$ cat src/rtl/top.sv
// -----------------------------------------------------------------------------
// top -- SPI flash boot loader.
//
// After reset release the block wakes the flash (0xAB), waits a short gap with
// chip select released, then issues one READ (0x03, address 0) and streams
// BOOT_WORDS 32-bit words out of the flash in a single burst. Each assembled
// word is presented on boot_data/boot_index with a one-cycle boot_valid pulse.
// gpio_out_pad is raised with the last word and held until reset.
//
// Parameters:
//   BOOT_WORDS  number of 32-bit words fetched (1..65536)
//   GAP_CYCLES  core_clk cycles chip select stays high between commands (>= 1)
//
// Ports:
//   core_clk       in   system clock, rising edge
//   core_rst       in   asynchronous reset, active low
//   spiflash_cs_n  out  flash chip select, active low
//   spiflash_clk   out  flash serial clock, SPI mode 0, core_clk/2
//   spiflash_mosi  out  serial data to flash, MSB first
//   spiflash_miso  in   serial data from flash, MSB first
//   boot_data      out  last assembled word (little-endian byte packing)
//   boot_valid     out  one-cycle pulse: boot_data/boot_index updated
//   boot_index     out  word index of boot_data
//   gpio_out_pad   out  boot-done flag
// -----------------------------------------------------------------------------
module top #(
  parameter int unsigned BOOT_WORDS = 16,
  parameter int unsigned GAP_CYCLES = 4
) (
  input  logic        core_clk,
  input  logic        core_rst,
  output logic        spiflash_cs_n,
  output logic        spiflash_clk,
  output logic        spiflash_mosi,
  input  logic        spiflash_miso,
  output logic [31:0] boot_data,
  output logic        boot_valid,
  output logic [15:0] boot_index,
  output logic        gpio_out_pad
);

  localparam logic [2:0] S_IDLE = 3'd0;
  localparam logic [2:0] S_WAKE = 3'd1;
  localparam logic [2:0] S_GAP  = 3'd2;
  localparam logic [2:0] S_READ = 3'd3;
  localparam logic [2:0] S_DONE = 3'd4;

  localparam logic [7:0]  WAKE_CMD = 8'hAB;
  localparam logic [31:0] READ_CMD = 32'h0300_0000;

  // Inside WAKE/READ the cycle counter runs 0..2*bits: even = sclk low,
  // odd = sclk high, final even value = trailing cycle with sclk low and
  // cs_n still asserted.
  localparam int unsigned WAKE_CYC = 16;
  localparam int unsigned READ_CYC = 64 * (BOOT_WORDS + 1);
  localparam int unsigned CNT_MAX  = (READ_CYC > GAP_CYCLES) ? READ_CYC : GAP_CYCLES;
  localparam int unsigned CW       = $clog2(CNT_MAX + 1);
  localparam int unsigned WW       = CW - 6;

  logic [2:0]    state_q, state_d;
  logic [CW-1:0] cnt_q, cnt_d;
  logic          cs_n_q, cs_n_d;
  logic          sclk_q, sclk_d;
  logic          mosi_q, mosi_d;
  logic [30:0]   data_sr_q, data_sr_d;
  logic [31:0]   boot_data_q, boot_data_d;
  logic          boot_valid_q, boot_valid_d;
  logic [15:0]   boot_index_q, boot_index_d;
  logic          gpio_q, gpio_d;

  logic          active_d;
  logic          sample_en;
  logic          word_end;
  logic [31:0]   word_w;
  logic [WW-1:0] word_num;

  // Next state / counter
  always_comb begin
    state_d = state_q;
    cnt_d   = cnt_q + CW'(1);
    case (state_q)
      S_IDLE: begin
        state_d = S_WAKE;
        cnt_d   = '0;
      end
      S_WAKE: begin
        if (cnt_q == CW'(WAKE_CYC)) begin
          state_d = S_GAP;
          cnt_d   = '0;
        end
      end
      S_GAP: begin
        if (cnt_q == CW'(GAP_CYCLES - 1)) begin
          state_d = S_READ;
          cnt_d   = '0;
        end
      end
      S_READ: begin
        if (cnt_q == CW'(READ_CYC)) begin
          state_d = S_DONE;
          cnt_d   = '0;
        end
      end
      S_DONE: begin
        cnt_d = cnt_q;
      end
      default: begin
        state_d = S_IDLE;
        cnt_d   = '0;
      end
    endcase
  end

  // SPI pins are registered and derived from the next state/counter so they
  // line up exactly with the state register.
  always_comb begin
    active_d = (state_d == S_WAKE) || (state_d == S_READ);
    cs_n_d   = !active_d;
    sclk_d   = active_d && cnt_d[0];
    mosi_d   = 1'b0;
    if (state_d == S_WAKE && cnt_d < CW'(WAKE_CYC)) begin
      mosi_d = WAKE_CMD[~cnt_d[3:1]];
    end else if (state_d == S_READ && cnt_d[CW-1:6] == '0) begin
      mosi_d = READ_CMD[~cnt_d[5:1]];
    end
  end

  // Capture: miso sampled on the edge that raises sclk during the data phase
  // (bit index >= 32, trailing cycle excluded).
  always_comb begin
    word_num  = cnt_q[CW-1:6];
    sample_en = (state_q == S_READ) && !cnt_q[0] && (word_num != '0) &&
                (cnt_q != CW'(READ_CYC));
    word_end  = sample_en && (cnt_q[5:1] == 5'd31);
    word_w    = {data_sr_q, spiflash_miso};

    data_sr_d    = sample_en ? word_w[30:0] : data_sr_q;
    boot_valid_d = word_end;
    boot_data_d  = boot_data_q;
    boot_index_d = boot_index_q;
    gpio_d       = gpio_q;
    if (word_end) begin
      // First byte on the wire lands in [31:24] of the shift word; swap so it
      // ends up in boot_data[7:0].
      boot_data_d  = {word_w[7:0], word_w[15:8], word_w[23:16], word_w[31:24]};
      boot_index_d = 16'(word_num - WW'(1));
      if (word_num == WW'(BOOT_WORDS)) begin
        gpio_d = 1'b1;
      end
    end
  end

  always_ff @(posedge core_clk or negedge core_rst) begin
    if (!core_rst) begin
      state_q      <= S_IDLE;
      cnt_q        <= '0;
      cs_n_q       <= 1'b1;
      sclk_q       <= 1'b0;
      mosi_q       <= 1'b0;
      data_sr_q    <= '0;
      boot_data_q  <= '0;
      boot_valid_q <= 1'b0;
      boot_index_q <= '0;
      gpio_q       <= 1'b0;
    end else begin
      state_q      <= state_d;
      cnt_q        <= cnt_d;
      cs_n_q       <= cs_n_d;
      sclk_q       <= sclk_d;
      mosi_q       <= mosi_d;
      data_sr_q    <= data_sr_d;
      boot_data_q  <= boot_data_d;
      boot_valid_q <= boot_valid_d;
      boot_index_q <= boot_index_d;
      gpio_q       <= gpio_d;
    end
  end

  assign spiflash_cs_n = cs_n_q;
  assign spiflash_clk  = sclk_q;
  assign spiflash_mosi = mosi_q;
  assign boot_data     = boot_data_q;
  assign boot_valid    = boot_valid_q;
  assign boot_index    = boot_index_q;
  assign gpio_out_pad  = gpio_q;

endmodule

$ cat config.mk
export PLATFORM = sky130hd
export DESIGN_NAME = top
export DESIGN_NICKNAME = d
export VERILOG_FILES = /design/src/rtl/top.sv
export SDC_FILE = /design/constraint.sdc
export NUM_CORES = 1
export LEC_CHECK = 0
export BUFFER_PORTS_ARGS = -buffer_cell sky130_fd_sc_hd__buf_4
export CORE_MARGIN = 5
export CORE_UTILIZATION = 47
export CTS_CLUSTER_SIZE = 20
export DETAILED_ROUTE_END_ITERATION = 10
export PLACE_DENSITY_LB_ADDON = 0.12
export SYNTH_ARGS = -nofsm -noshare
export SYNTH_HDL_FRONTEND = slang
export SYNTH_SLANG_ARGS = --single-unit
$ cat constraint.sdc
create_clock -name core_clk -period 2.84 [get_ports core_clk]
set_input_delay 0.142 -clock core_clk [delete_from_list [all_inputs] [get_ports core_clk]]
set_output_delay 0.142 -clock core_clk [all_outputs]
set_load 0.02 [all_outputs]
# Yosys cells after proc, flatten, opt, wreduce, memory -nomap -nowiden
# Memory sizes are Yosys's and may differ from the RTL's.
# Index checks and enable logic that the tools add are counted.
dict set report totals {
  inputBits 3
  word_cells 57
  reg_bits 98
  mem_count 2
  romBits 40
  out_inout_bits 53
}
dict set report classes {
  n_reduce_logical 14
  n_bitwise 2
  n_addsub 2
  n_mux 12
  n_eq_ne 12
  order_cmp 3
}
# name words word_bits read_ports rd_clocked_by_memory_dff wr line
set mem_list {}
lappend mem_list {{(no name shown)} 32 1 1 0 0 124} ;# mosi_d = READ_CMD[~cnt_d[5:1]];
lappend mem_list {{(no name shown)} 8 1 1 0 0 122} ;# mosi_d = WAKE_CMD[~cnt_d[3:1]];
# cell n
set ops {}
lappend ops {{11-bit one-hot mux with 4 select lines} 1}
lappend ops {{11-bit two-way mux} 3}
lappend ops {{3-bit one-hot mux with 5 select lines} 1}
lappend ops {{11-bit by 1-bit adder with 11-bit output (second input constant)} 1}
lappend ops {{11-bit == test (second input constant)} 1}
lappend ops {{11-bit by 2-bit == test with 1-bit output (second input constant)} 1}
lappend ops {{11-bit by 5-bit == test with 1-bit output (second input constant)} 1}
lappend ops {{11-bit by 5-bit < comparator with 1-bit output (second input constant)} 1}
lappend ops {{11-bit inequality test (second input constant)} 1}
lappend ops {{5-bit == test (second input constant)} 2}
lappend ops {{3-bit by 2-bit == test with 1-bit output (second input constant)} 3}
lappend ops {{3-bit two-way mux} 3}
lappend ops {{1-bit logical AND} 7}
lappend ops {{3-bit by 1-bit == test with 1-bit output (second input constant)} 2}
lappend ops {{5-bit by 6-bit < comparator with 1-bit output (second input constant)} 1}
lappend ops {{5-bit by 1-bit subtractor with 6-bit output (second input constant)} 1}
lappend ops {{5-bit logical NOT} 1}
lappend ops {{5-bit inverter} 1}
lappend ops {{5-bit nonzero test} 1}
lappend ops {{3-bit by 4-bit < comparator with 1-bit output (second input constant)} 1}
lappend ops {{1-bit two-way mux} 4}
lappend ops {{3-bit == test (second input constant)} 1}
lappend ops {{3-bit logical NOT} 1}
lappend ops {{3-bit inverter} 1}
lappend ops {{other kinds (3)} 4}

# Depth between registers and ports, before layout
# Gate-level depths: netlist of the first run.
dict set report logic_depth {
  depth_word 8
  ltp_mapped 8
  depth_no_buf 8
}

# Least setup slack after synthesis of the first run
# No wires, ideal clock.
dict set report synth_path {
  path_kind {register to register}
  startpoint {register cnt_q[6]}
  endpoint {register mosi_q (netlist: spiflash_mosi)}
  slack_ns 0.626
  synth_period_minus_slack_ns 2.214
  arrival_ns 2.146
  stages_incl_launch_ff 9
  required_ns 2.772
  setup_time_ns 0.068
  path_buffers 0
  path_cell_list {dfrtp_1 -> inv_1 -> ha_1 -> nor4bb_1 -> o2111ai_2 -> a22o_2 -> a221o_1 -> a211oi_2 -> and4b_1}
}
dict set report synth_between {
  word_cells_on_any_way 26
  cone_classes {1 x add/sub; 1 x order compare; 5 x eq/ne; 12 x mux; 2 x bitwise; 3 x reduce/logical; 2 x memory}
}
# element line
set synth_rtl {}
lappend synth_rtl {{from (decl)} 61} ;# logic [CW-1:0] cnt_q, cnt_d;
lappend synth_rtl {{from (signal assigned)} 167} ;# cnt_q <= cnt_d;
lappend synth_rtl {{11-bit by 1-bit adder with 11-bit output (tied with other cells)} 80} ;# cnt_d = cnt_q + CW'(1);
lappend synth_rtl {{11-bit two-way mux, on equally long branches} {99, 87, 93}}
lappend synth_rtl {{11-bit one-hot mux with 4 select lines (*)} 81} ;# case (state_q)
lappend synth_rtl {{via cnt_d[6]} 61}
lappend synth_rtl {{parallel branches: the longest is 3 deep, another holds 11-bit by 5-bit < comparator with 1-bit output} -}
lappend synth_rtl {{1-bit two-way mux (*)} 121} ;# if (state_d == S_WAKE && cnt_d < CW'(WAKE_CYC)) begin
lappend synth_rtl {{via mosi_d} 64} ;# logic mosi_q, mosi_d;
lappend synth_rtl {{to (signal assigned)} 170} ;# mosi_q <= mosi_d;
lappend synth_rtl {{to (decl)} 64}
# Mark *: on every way through the listed nets, which the timed path passes. The select of a mux whose other input is x is not followed.
# A chain may end at the register's enable or synchronous reset.

# Final worst setup path of the first run
# Ends and elaborated chain as after synthesis.

==> results of run 1 <==
## through the flow
stage               hold WS (ps)  std cells  power, uW  worst slack [ps]  cell area, um^2
global placement             175        437       1310               288             4360
CTS                         21.5        454       2220               248             4580
detailed placement           178        437       1310               269             4360
global route                22.0        454       2290              13.1             4580
floorplan                   -154        295       1280               626             3900
finish                      38.2        454       2190               228             4580
## cells by family after synthesis
group / after synthesis
flip-flops: 88
multiplexers: 65
AND/OR/NAND/NOR: 55
AO/OA/AOI/OAI: 43
buffers and inverters: 35
adder cells (fa/ha/maj): 6
XOR/XNOR: 3
## registers in the layout, indices dropped and copies added, names as in the netlist
register       count
gpio_out_pad       1
boot_index         6
boot_data         32
spiflash_mosi      1
data_sr_q         31
state_q            3
spiflash_cs_n      1
spiflash_clk       1
boot_valid         1
cnt_q             11
## cells in the final DEF, fill, tap and decap left out, drive strengths merged, types with 2 or more instances in the layout
cell,instances
a211o,2
a211oi,3
a21o,4
a21oi,4
a31oi,2
and3,3
and4b,3
buf,62
clkbuf,11
clkinvlp,2
dfrtp,87
ha,6
inv,12
mux2,63
mux2i,2
nand2,14
nand2b,2
nand3,6
nand4,4
nor2,8
nor3,4
nor4,4
nor4b,2
o211ai,2
o21ai,13
xnor2,3
## final cells by class
cell class	count	share of cell area [%]
multi-input cells	172	32.9
inverters	10	0.820
repair buffers	63	10.7
clock inverters	5	1.37
clock buffers	11	3.31
well taps	105	2.87
flip-flops and latches	88	48.1
## how the worst max path moves through the flow
stage | to | startpoint | slack, ps
global route | spiflash_mosi | cnt_q[6] | 10
CTS | spiflash_mosi | cnt_q[6] | 250
detailed placement | spiflash_mosi | cnt_q[6] | 270
global placement | spiflash_mosi | cnt_q[6] | 290
floorplan | spiflash_mosi | cnt_q[6] | 630
finish | spiflash_mosi | cnt_q[6] | 230
## cell usage after synthesis, types with 5 or more instances
library cell / count
buf_2: 8
buf_4: 11
clkbuf_1: 5
dfrtp_1: 87
ha_1: 6
inv_1: 10
mux2_2: 63
nand2_1: 14
nand3_1: 6
nor2_1: 8
o21ai_0: 13
## metal layers
layer / global-route usage, % / up-vias / wire length, um
met5: 0 / - / 0
met3: 3.60 / 8 / 374
met1: 20.9 / 1221 / 3320
met2: 24.9 / 60 / 3470
li1: - / 1154 / -
met4: 5.52 / 0 / 93
## where the power goes
part	total [uW]	internal (uW)	switching, uW	leakage (uW)
Clock	910	461	449	0.000103
Sequential	1250	1250	0.311	0.00119
Combinational	31.6	5.87	25.7	0.00106
## repair_timing
item	in CTS	in global routing
endpoints found under the hold margin	42	0
endpoints found under the setup margin	0	0
hold buffers	1	0
gates resized for setup	0	0
setup buffers	0	0
==> qor.csv, run 1 <==
stage,metric,value,unit
synth,post-synthesis sequential area ratio,56.5,%
layout,fin nets,353,
synth,share of the synthesized area in the top cell type,55.8,%
worst_setup_path,max incr delay on CP,490,ps
synth,Compound-Gate Fraction of Synth Area,8.31,%
worst_setup_path,cells on worst reg2reg path,8,
detailed_routing,final antenna-violating net count,0,
floorplanning,Die W,101,um
pwr,Max VDD drop,309,uV
floorplanning,Placement Rows,33,
min_path,min-delay src,spiflash_miso,
cts,clk slew on worst S/H paths,90,ps
detailed_routing,via density per instance,5.38,
layout,Area Growth Syn to Fin,17.5,%
worst_setup_path,CP Class,reg2reg,
cts,CTS tree,built,
grt,pin count of the biggest net entering global routing,46,
synth,Mean Syn Cell Area,13.2,um^2
outcome,status,finished clean,
synth,number of enable flip-flop cells after synthesis,0,
layout,fin util,56.3,%
placed_design,HPWL after DPL,5000,um
cts,deepest clock path buffer count,2,
detailed_routing,DRT iter0 DRCs,52,
detailed_routing,number of remaining DRC errors,0,
worst_setup_path,crit-path max FO,8,
sta,crit share post-route,92.0,%
synth,Yosys reg bits,88,
detailed_routing,Vias,2443,
synth,"Top FF cell, synth",dfrtp_1,
synth,post-synthesis adder-cell area fraction,1.93,%
sta,Final Skew,9.29,ps
sta,RSZ-0062 raised after global routing,false,
cts,Clock Latency Late Sink,350,ps
synth,post-synthesis mux area share,18.7,%
synth,simple-gate share of the synthesized area,8.99,%
cts,Inserted Clock Buffers,9,
synth,post-synthesis cell type count,50,
worst_setup_path,Worst setup SP type,flop,
floorplanning,Ports,56,
cts,CTS root buffer,clkbuf_8,
synth,Mapped Cells,295,
worst_setup_path,worst-path cell chain,inv_1 > ha_1 > nor4bb_1 > o2111ai_2 > a221oi_1 > a211oi_1 > nor4_1 > and4b_1,
layout,share of post-route cells with drive strength above 1,44.1,%
synth,synth top area cells,"dfrtp_1 (56%), mux2_2 (18%), buf_4 (2.1%), ha_1 (1.9%), o21ai_0 (1.7%)",
grt,first-pass GRT wire length,12700,um
layout,n_diodes,0,
sta,post-layout min period,2610,ps
cts,H-tree depth,3,
sta,worst slew pin tran,576,ps
worst_setup_path,reg2reg end,spiflash_mosi,
floorplanning,initial core utilization,47.9,%
synth,Mapped Nets,304,
placed_design,Port Buffers,55,
floorplanning,core area,0.00813,mm^2
floorplanning,die area,0.0102,mm^2
synth,largest family of logic cells by synthesized area,multiplexers,
synth,Synth Area in XOR/XNOR,0.674,%
synth,Mapped Area,0.00390,mm^2
sta,"Slew Viols, Final",0,
min_path,hold crit path type,in2reg,
sta,Hold Fails Final Rpt,0,
layout,multi-input combinational cell area,0.00151,mm^2
worst_setup_path,Top delay family on crit path,simple AND/OR/NAND/NOR gates,
worst_setup_path,cell count along the critical path,8,
grt,vias in the first global route,2568,
grt,initial antenna violation count,0,
floorplanning,Die Y,101,um
synth,Synthesis Warnings,0,
sta,Final setup viols,0,
worst_setup_path,worst path bufs/invs,1,
grt,gr usage total,15.6,%
sta,Setup TNS,0,ps
cts,clock sink count,88,
grt,gr ovfl total,0,
layout,sequential cell area,0.00220,mm^2
sta,upper clock frequency limit,383,MHz
detailed_routing,router iterations before antenna repair,5,
layout,fill count,663,
worst_setup_path,critical path data arrival time,2900,ps
worst_setup_path,RR Startpoint,cnt_q[6],
placed_design,Final Wtd Congestion,0.845,
min_path,hold depth,2,
detailed_routing,routed wire length,7250,um
pwr,P_leak,0.00235,uW
flow_run,Max Cap Violations,0,
worst_setup_path,worst reg2reg setup slack,230,ps
min_path,hold-critical path endpoint,data_sr_q[0],
synth,share of flip-flops with an asynchronous set or reset,100,%
pwr,Pwr per Cell Area,479,mW/mm^2
sta,slew margin rel.,61.3,%
worst_setup_path,CP endpoint kind,flop,
synth,post-synth top area cell,dfrtp_1,
worst_setup_path,slowest CP cell,dfrtp_1,
worst_setup_path,Required @ worst endpoint,3130,ps
detailed_routing,WL per Instance,16.0,um
No activity file was read; power rests on OpenSTA's default activity.
==> run 2, diff against run 1 <==
--- a/config.mk
+++ b/config.mk
@@ -12,3 +12,3 @@
 export DETAILED_ROUTE_END_ITERATION = 10
-export PLACE_DENSITY_LB_ADDON = 0.12
+export PLACE_DENSITY = 0.76
 export SYNTH_ARGS = -nofsm -noshare
==> constraint.sdc (replaced) <==
create_clock -name core_clk -period 2.84 [get_ports core_clk]
set_input_delay 0.284 -clock core_clk [delete_from_list [all_inputs] [get_ports core_clk]]
set_output_delay 0.284 -clock core_clk [all_outputs]
set_load 0.02 [all_outputs]
==> run 2 against run 1 <==
- clock power rose by 16%
- clock-buffer cell count fell by 1
- fmax rose by 2.7%
- wire length rose by 1.3%
- power rose by 6.6%
- first-iteration DRC count rose by 87%
- sequential share of layout area fell by 0.46 points
- via count rose by 0.33%
- register-to-register slack improved by 70 ps
- final cell count did not move
- sequential power barely moved
- highest routed layer unchanged
==> qor.csv, run 2 (synthesized netlist as in run 1, its figures left out) <==
stage,metric,value,unit,change
cts,clk slew on worst S/H paths,90,ps,about the same
worst_setup_path,worst reg2reg setup slack,300,ps,+70 ps
worst_setup_path,CP Class,reg2reg,,
detailed_routing,final antenna-violating net count,0,,unchanged
cts,clock sink count,88,,unchanged
layout,share of post-route cells with drive strength above 1,44.4,%,+0.29 points
worst_setup_path,Critical Path Sink,spiflash_mosi,,
placed_design,HPWL after DPL,5130,um,+2.7%
sta,crit share post-route,89.5,%,-2.4 points
layout,max reg flops,32,,unchanged
grt,vias in the first global route,2509,,-2.3%
worst_setup_path,RR Startpoint,cnt_q[6],,
detailed_routing,Vias,2451,,+0.33%
detailed_routing,routed wire length,7340,um,+1.3%
floorplanning,initial core utilization,47.9,%,unchanged
cts,post-CTS setup buffers,0,,unchanged
worst_setup_path,worst path bufs/invs,2,,+1
worst_setup_path,worst setup path start,cnt_q[6],,
pwr,Pwr per Cell Area,506,mW/mm^2,+5.6%
layout,most frequent cells in the layout,"dfrtp_1 (87), mux2_2 (63), buf_4 (61)",,
sta,post-layout min period,2540,ps,-68.4 ps
worst_setup_path,worst-path cell chain,inv_1 > ha_1 > nor4bb_1 > o2111ai_2 > a22oi_1 > buf_4 > o31a_2 > o31ai_1 > and4b_1,,
layout,fill count,665,,+0.30%
worst_setup_path,Top delay family on crit path,compound AO/OA/AOI/OAI gates,,
floorplanning,Ports,56,,unchanged
sta,Final setup viols,0,,unchanged
worst_setup_path,max incr delay on CP,500,ps,about the same
flow_run,Max Cap Violations,0,,unchanged
detailed_routing,via density per instance,5.40,,+0.33%
outcome,status,finished clean,,
cts,H-tree depth,3,,unchanged
detailed_routing,number of remaining DRC errors,0,,unchanged
pwr,Final Power,2340,uW,+6.6%
worst_setup_path,Worst setup SP type,flop,,
placed_design,Port Buffers,55,,unchanged
layout,"most common cell after layout, fill and taps aside",dfrtp_1,,
worst_setup_path,crit-path max FO,8,,unchanged
floorplanning,die area,0.0102,mm^2,unchanged
floorplanning,Die W,101,um,unchanged
placed_design,Final Wtd Congestion,0.875,,+3.6%
grt,initial antenna violation count,0,,unchanged
floorplanning,Placement Rows,33,,unchanged
worst_setup_path,cell count along the critical path,9,,+1
grt,gr usage total,15.6,%,about the same
sta,upper clock frequency limit,393,MHz,+2.7%
sta,slew margin rel.,55.3,%,-6.0 points
worst_setup_path,slowest CP cell,dfrtp_1,,
sta,RSZ-0062 raised after global routing,false,,
sta,"Slew Viols, Final",0,,unchanged
sta,Hold Fails Final Rpt,0,,unchanged
sta,Final Skew,8.81,ps,-0.482 ps
cts,deepest clock path buffer count,2,,unchanged
worst_setup_path,critical path data arrival time,2840,ps,-60 ps
worst_setup_path,reg2reg end,spiflash_mosi,,
detailed_routing,router iterations before antenna repair,4,,-1
cts,Clock Latency Late Sink,360,ps,about the same
detailed_routing,DRT iter0 DRCs,97,,+87%
floorplanning,core area,0.00813,mm^2,unchanged
cts,CTS root buffer,clkbuf_8,,
sta,worst slew pin tran,665,ps,+89.9 ps
detailed_routing,WL per Instance,16.2,um,+1.3%
layout,fin nets,353,,unchanged
grt,pin count of the biggest net entering global routing,46,,unchanged
layout,n_diodes,0,,unchanged
layout,Area Growth Syn to Fin,18.6,%,
worst_setup_path,Required @ worst endpoint,3140,ps,about the same
worst_setup_path,cells on worst reg2reg path,9,,+1
cts,CTS tree,built,,
sta,Setup TNS,0,ps,unchanged
pwr,P_leak,0.00237,uW,+0.70%
worst_setup_path,CP endpoint kind,flop,,
grt,first-pass GRT wire length,12600,um,-0.81%
grt,gr ovfl total,0,,unchanged
pwr,Max VDD drop,368,uV,+19%
cts,Inserted Clock Buffers,9,,unchanged
sta,worst setup margin,297,ps,+68.4 ps
placed_design,Setup WS pre-CTS,317,ps,+48.7 ps
floorplanning,Die Y,101,um,unchanged
min_path,hold crit path type,in2reg,,
==> run 2: cell count changes in the layout (fill, tap and decap cells not counted), sizes merged <==
cell	before	now
clkbuf	11	10
bufinv	1	3
inv	12	11
==> run 2: repair_timing <==
action | in CTS | in global routing
resized for setup | 0 | 1
endpoints found under the hold margin | 43 | 0
hold buffers | 1 | 0
endpoints found under the setup margin | 0 | 1
==> run 2: stage by stage <==
stage	hold slack, ps	instance area [um^2]	instances	util, %
2_1_floorplan	-11.6	3900	295	-
3_3_place_gp	322	4360	437	53.5
3_5_place_dp	322	4360	437	53.5
4_1_cts	149	4620	454	56.8
5_1_grt	155	4620	454	56.8
6_report	166	4620	454	56.8
==> run 2: power breakdown <==
part	switching (uW)	total (uW)	leakage [uW]	internal, uW
Sequential	0.294	1250	0.00119	1250
Clock	444	1060	0.000119	611
Combinational	25.4	31.3	0.00106	5.86
==> run 2: metal layers <==
| layer | part of all wire (%) | GRT usage, % | wire length [um] |
|---|---|---|---|
| met1 | 47 | 22.3 | 3450 |
| met5 | 0 | 0 | 0 |
| met4 | 1.6 | 5.32 | 114 |
| met3 | 6.8 | 5.67 | 502 |
| met2 | 45 | 22.0 | 3280 |
==> run 2: cell type report <==
class | count | area, um^2 | share of cell area (%)
sequential | 88 | 2200 | 47.7
clock buffer | 10 | 138 | 2.98
timing repair buffer | 63 | 488 | 10.6
multi-input combinational | 172 | 1510 | 32.7
inverter | 10 | 37.5 | 0.812
tap | 105 | 131 | 2.84
clock inverter | 6 | 114 | 2.46
==> run 2: worst reg2reg max path, stage by stage (launching register included) <==
cell       delay [ps]
dfrtp_1           500
inv_1             150
ha_1              260
nor4bb_1          160
o2111ai_2         300
a22oi_1           180
buf_4             190
o31a_2            300
o31ai_1           240
and4b_1           230
==> run 2: how the worst min path moves through the flow <==
stage / depth (start not counted) / from / end
2_1_floorplan: 0 / core_rst / boot_data[0]
3_3_place_gp: 1 / core_rst / cnt_q[7]
3_5_place_dp: 1 / core_rst / cnt_q[7]
4_1_cts: 2 / spiflash_miso / boot_data[24]
5_1_grt: 2 / spiflash_miso / boot_data[24]
6_report: 2 / spiflash_miso / boot_data[24]
==> run 3, diff against run 2 <==
Settings changed: CORE_MARGIN 5 to 2, PLACE_DENSITY 0.76 to 0.78, REMOVE_ABC_BUFFERS set to 1.
Clock period 2.84 ns to 2.2 ns, I/O delays scaled along.
==> run 3 against run 2 <==
- the flow now finishes with violations (setup timing)
- critical endpoint is now boot_data[9]
- clock skew about the same
- largest power group unchanged
- fmax up 12%
- largest cell class unchanged
- wire length up 5.0%
- clock-buffer cell count unchanged
==> qor.csv, run 3 (synthesized netlist as in run 1, its figures left out) <==
stage,metric,value,unit,change
worst_setup_path,CP Class,reg2reg,,
worst_setup_path,max incr delay on CP,420,ps,-80 ps
worst_setup_path,critical path data arrival time,2520,ps,-320 ps
detailed_routing,DRT iter0 DRCs,188,,+94%
layout,most frequent cells in the layout,"buf_4 (89), dfrtp_1 (86), mux2_2 (62)",,
layout,sequential cell area,0.00220,mm^2,about the same
sta,worst slew pin tran,554,ps,-112 ps
floorplanning,core area,0.00813,mm^2,unchanged
floorplanning,Placement Rows,33,,unchanged
worst_setup_path,crit-path max FO,5,,-3
cts,Clock Latency Late Sink,370,ps,about the same
sta,crit share post-route,103,%,+14 points
worst_setup_path,RR Startpoint,cnt_q[6],,
layout,n_diodes,0,,unchanged
sta,slew margin rel.,63.1,%,+7.8 points
sta,Final setup viols,18,,+18
worst_setup_path,worst path bufs/invs,3,,+1
sta,worst setup margin,-67.6,ps,-365 ps
worst_setup_path,worst reg2reg setup slack,-70,ps,-360 ps
cts,deepest clock path buffer count,2,,unchanged
min_path,hold depth,2,,unchanged
min_path,min-delay src,spiflash_miso,,
grt,first-pass GRT wire length,12000,um,-4.8%
pwr,Pwr per Cell Area,555,mW/mm^2,+9.7%
floorplanning,initial core utilization,47.9,%,unchanged
sta,Hold Fails Final Rpt,0,,unchanged
placed_design,Setup WS pre-CTS,-91.9,ps,-409 ps
placed_design,Port Buffers,55,,unchanged
cts,CTS tree,built,,
floorplanning,Die W,95.1,um,-5.9%
sta,"Slew Viols, Final",0,,unchanged
sta,upper clock frequency limit,441,MHz,+12%
cts,clk slew on worst S/H paths,90,ps,about the same
grt,initial antenna violation count,0,,unchanged
layout,fin cells,488,,+7.5%
placed_design,Final Wtd Congestion,0.891,,+1.8%
layout,fin util,61.1,%,+4.2 points
detailed_routing,via density per instance,5.28,,-2.1%
layout,max reg flops,32,,unchanged
worst_setup_path,worst-path cell chain,ha_2 > and4b_4 > a2111oi_4 > buf_4 > nand4_4 > buf_12 > clkbuf_16 > mux2_2,,
min_path,hold crit path type,in2reg,,
layout,share of post-route cells with drive strength above 1,53.0,%,+8.6 points
worst_setup_path,Top delay family on crit path,buffers and inverters,,
sta,Setup TNS,-665,ps,-665 ps
detailed_routing,number of remaining DRC errors,0,,unchanged
worst_setup_path,Worst setup SP type,flop,,
worst_setup_path,reg2reg end,boot_data[9],,
layout,multi-input combinational cell area,0.00158,mm^2,+4.6%
grt,vias in the first global route,2514,,+0.20%
grt,gr ovfl total,0,,unchanged
sta,Final Skew,8.79,ps,-0.0221 ps
layout,"most common cell after layout, fill and taps aside",buf_4,,
detailed_routing,Vias,2578,,+5.2%
cts,H-tree depth,3,,unchanged
worst_setup_path,cells on worst reg2reg path,8,,-1
layout,fill count,599,,-9.9%
outcome,failing checks,setup timing,,
outcome,status,finished with violations,,
flow_run,Max Cap Violations,0,,unchanged
sta,RSZ-0062 raised after global routing,true,,
cts,clock sink count,88,,unchanged
detailed_routing,WL per Instance,15.8,um,-2.3%
layout,fin nets,387,,+9.6%
pwr,P_leak,0.00255,uW,+7.8%
sta,post-layout min period,2270,ps,-275 ps
floorplanning,Die Y,95.1,um,-5.9%
worst_setup_path,CP endpoint kind,flop,,
floorplanning,Ports,56,,unchanged
cts,CTS root buffer,clkbuf_8,,
grt,pin count of the biggest net entering global routing,47,,+2.2%
detailed_routing,final antenna-violating net count,0,,unchanged
placed_design,dpl cells,460,,+5.3%
sta,worst hold slack,103,ps,-62.9 ps
floorplanning,die area,0.00904,mm^2,-12%
cts,Inserted Clock Buffers,9,,unchanged
grt,gr usage total,17.3,%,+1.6 points
placed_design,HPWL after DPL,5120,um,-0.24%
pwr,Max VDD drop,470,uV,+28%
min_path,hold-critical path endpoint,boot_data[24],,
worst_setup_path,slowest CP cell,dfrtp_1,,
detailed_routing,routed wire length,7710,um,+5.0%
layout,Area Growth Syn to Fin,27.4,%,
detailed_routing,router iterations before antenna repair,4,,unchanged
worst_setup_path,Required @ worst endpoint,2450,ps,-690 ps
## run 3: changes by cell type in the layout (fill, tap and decap cells not counted), sizes merged
| cell | delta |
|---|---|
| clkbuf | +2 |
| inv | +5 |
| clkinvlp | -2 |
| bufinv | -3 |
| buf | +32 |
## run 3: final cells by class
class,count,area share (%)
clock buffer,10,2.77
clock inverter,6,1.16
inverter,10,0.755
multi-input combinational,172,31.8
sequential,88,44.4
tap,105,2.64
timing repair buffer,97,16.5
## run 3: repair_timing
item	in CTS	in global routing
pin swaps	2	3
hold buffers	1	0
gates cloned	0	3
setup buffers	1	7
endpoints found under the hold margin	41	0
resized for setup	5	20
endpoints found under the setup margin	25	35
## run 3: worst max path at each step
| stage | startpoint | end | cells past startpoint |
|---|---|---|---|
| after floorplan | cnt_q[7] | boot_data[0] | 6 |
| after global placement | cnt_q[0] | boot_data[14] | 8 |
| after detailed placement | cnt_q[7] | spiflash_mosi | 8 |
| after CTS | cnt_q[7] | spiflash_mosi | 8 |
| after global routing | cnt_q[7] | boot_data[12] | 9 |
| final | cnt_q[6] | boot_data[9] | 8 |
## run 3: where the power goes
| group | internal [uW] | switching (uW) |
|---|---|---|
| Clock | 473 | 626 |
| Combinational | 8.91 | 32.8 |
| Sequential | 1620 | 0.404 |
## run 3: worst reg2reg max path, stage by stage (launching register included)
cell	delay, ps
dfrtp_1	420
ha_2	210
and4b_4	210
a2111oi_4	330
buf_4	200
nand4_4	180
buf_12	190
clkbuf_16	150
mux2_2	270
## run 3: layer usage
layer  global-route usage, %  up-vias  wire length [um]
met3                    4.58        4               338
met2                    28.2       75              3960
met1                    22.1     1276              3370
met5                       0        -                 0
met4                    6.52        0                41
li1                        -     1223                 -
## run 3: per-stage QoR
stage          area [um^2]  power (uW)
6_report              4970        2760
5_1_grt               4970        2860
4_1_cts               4770        2810
3_5_place_dp          4530        1690
3_3_place_gp          4530        1690
2_1_floorplan         3750        1650
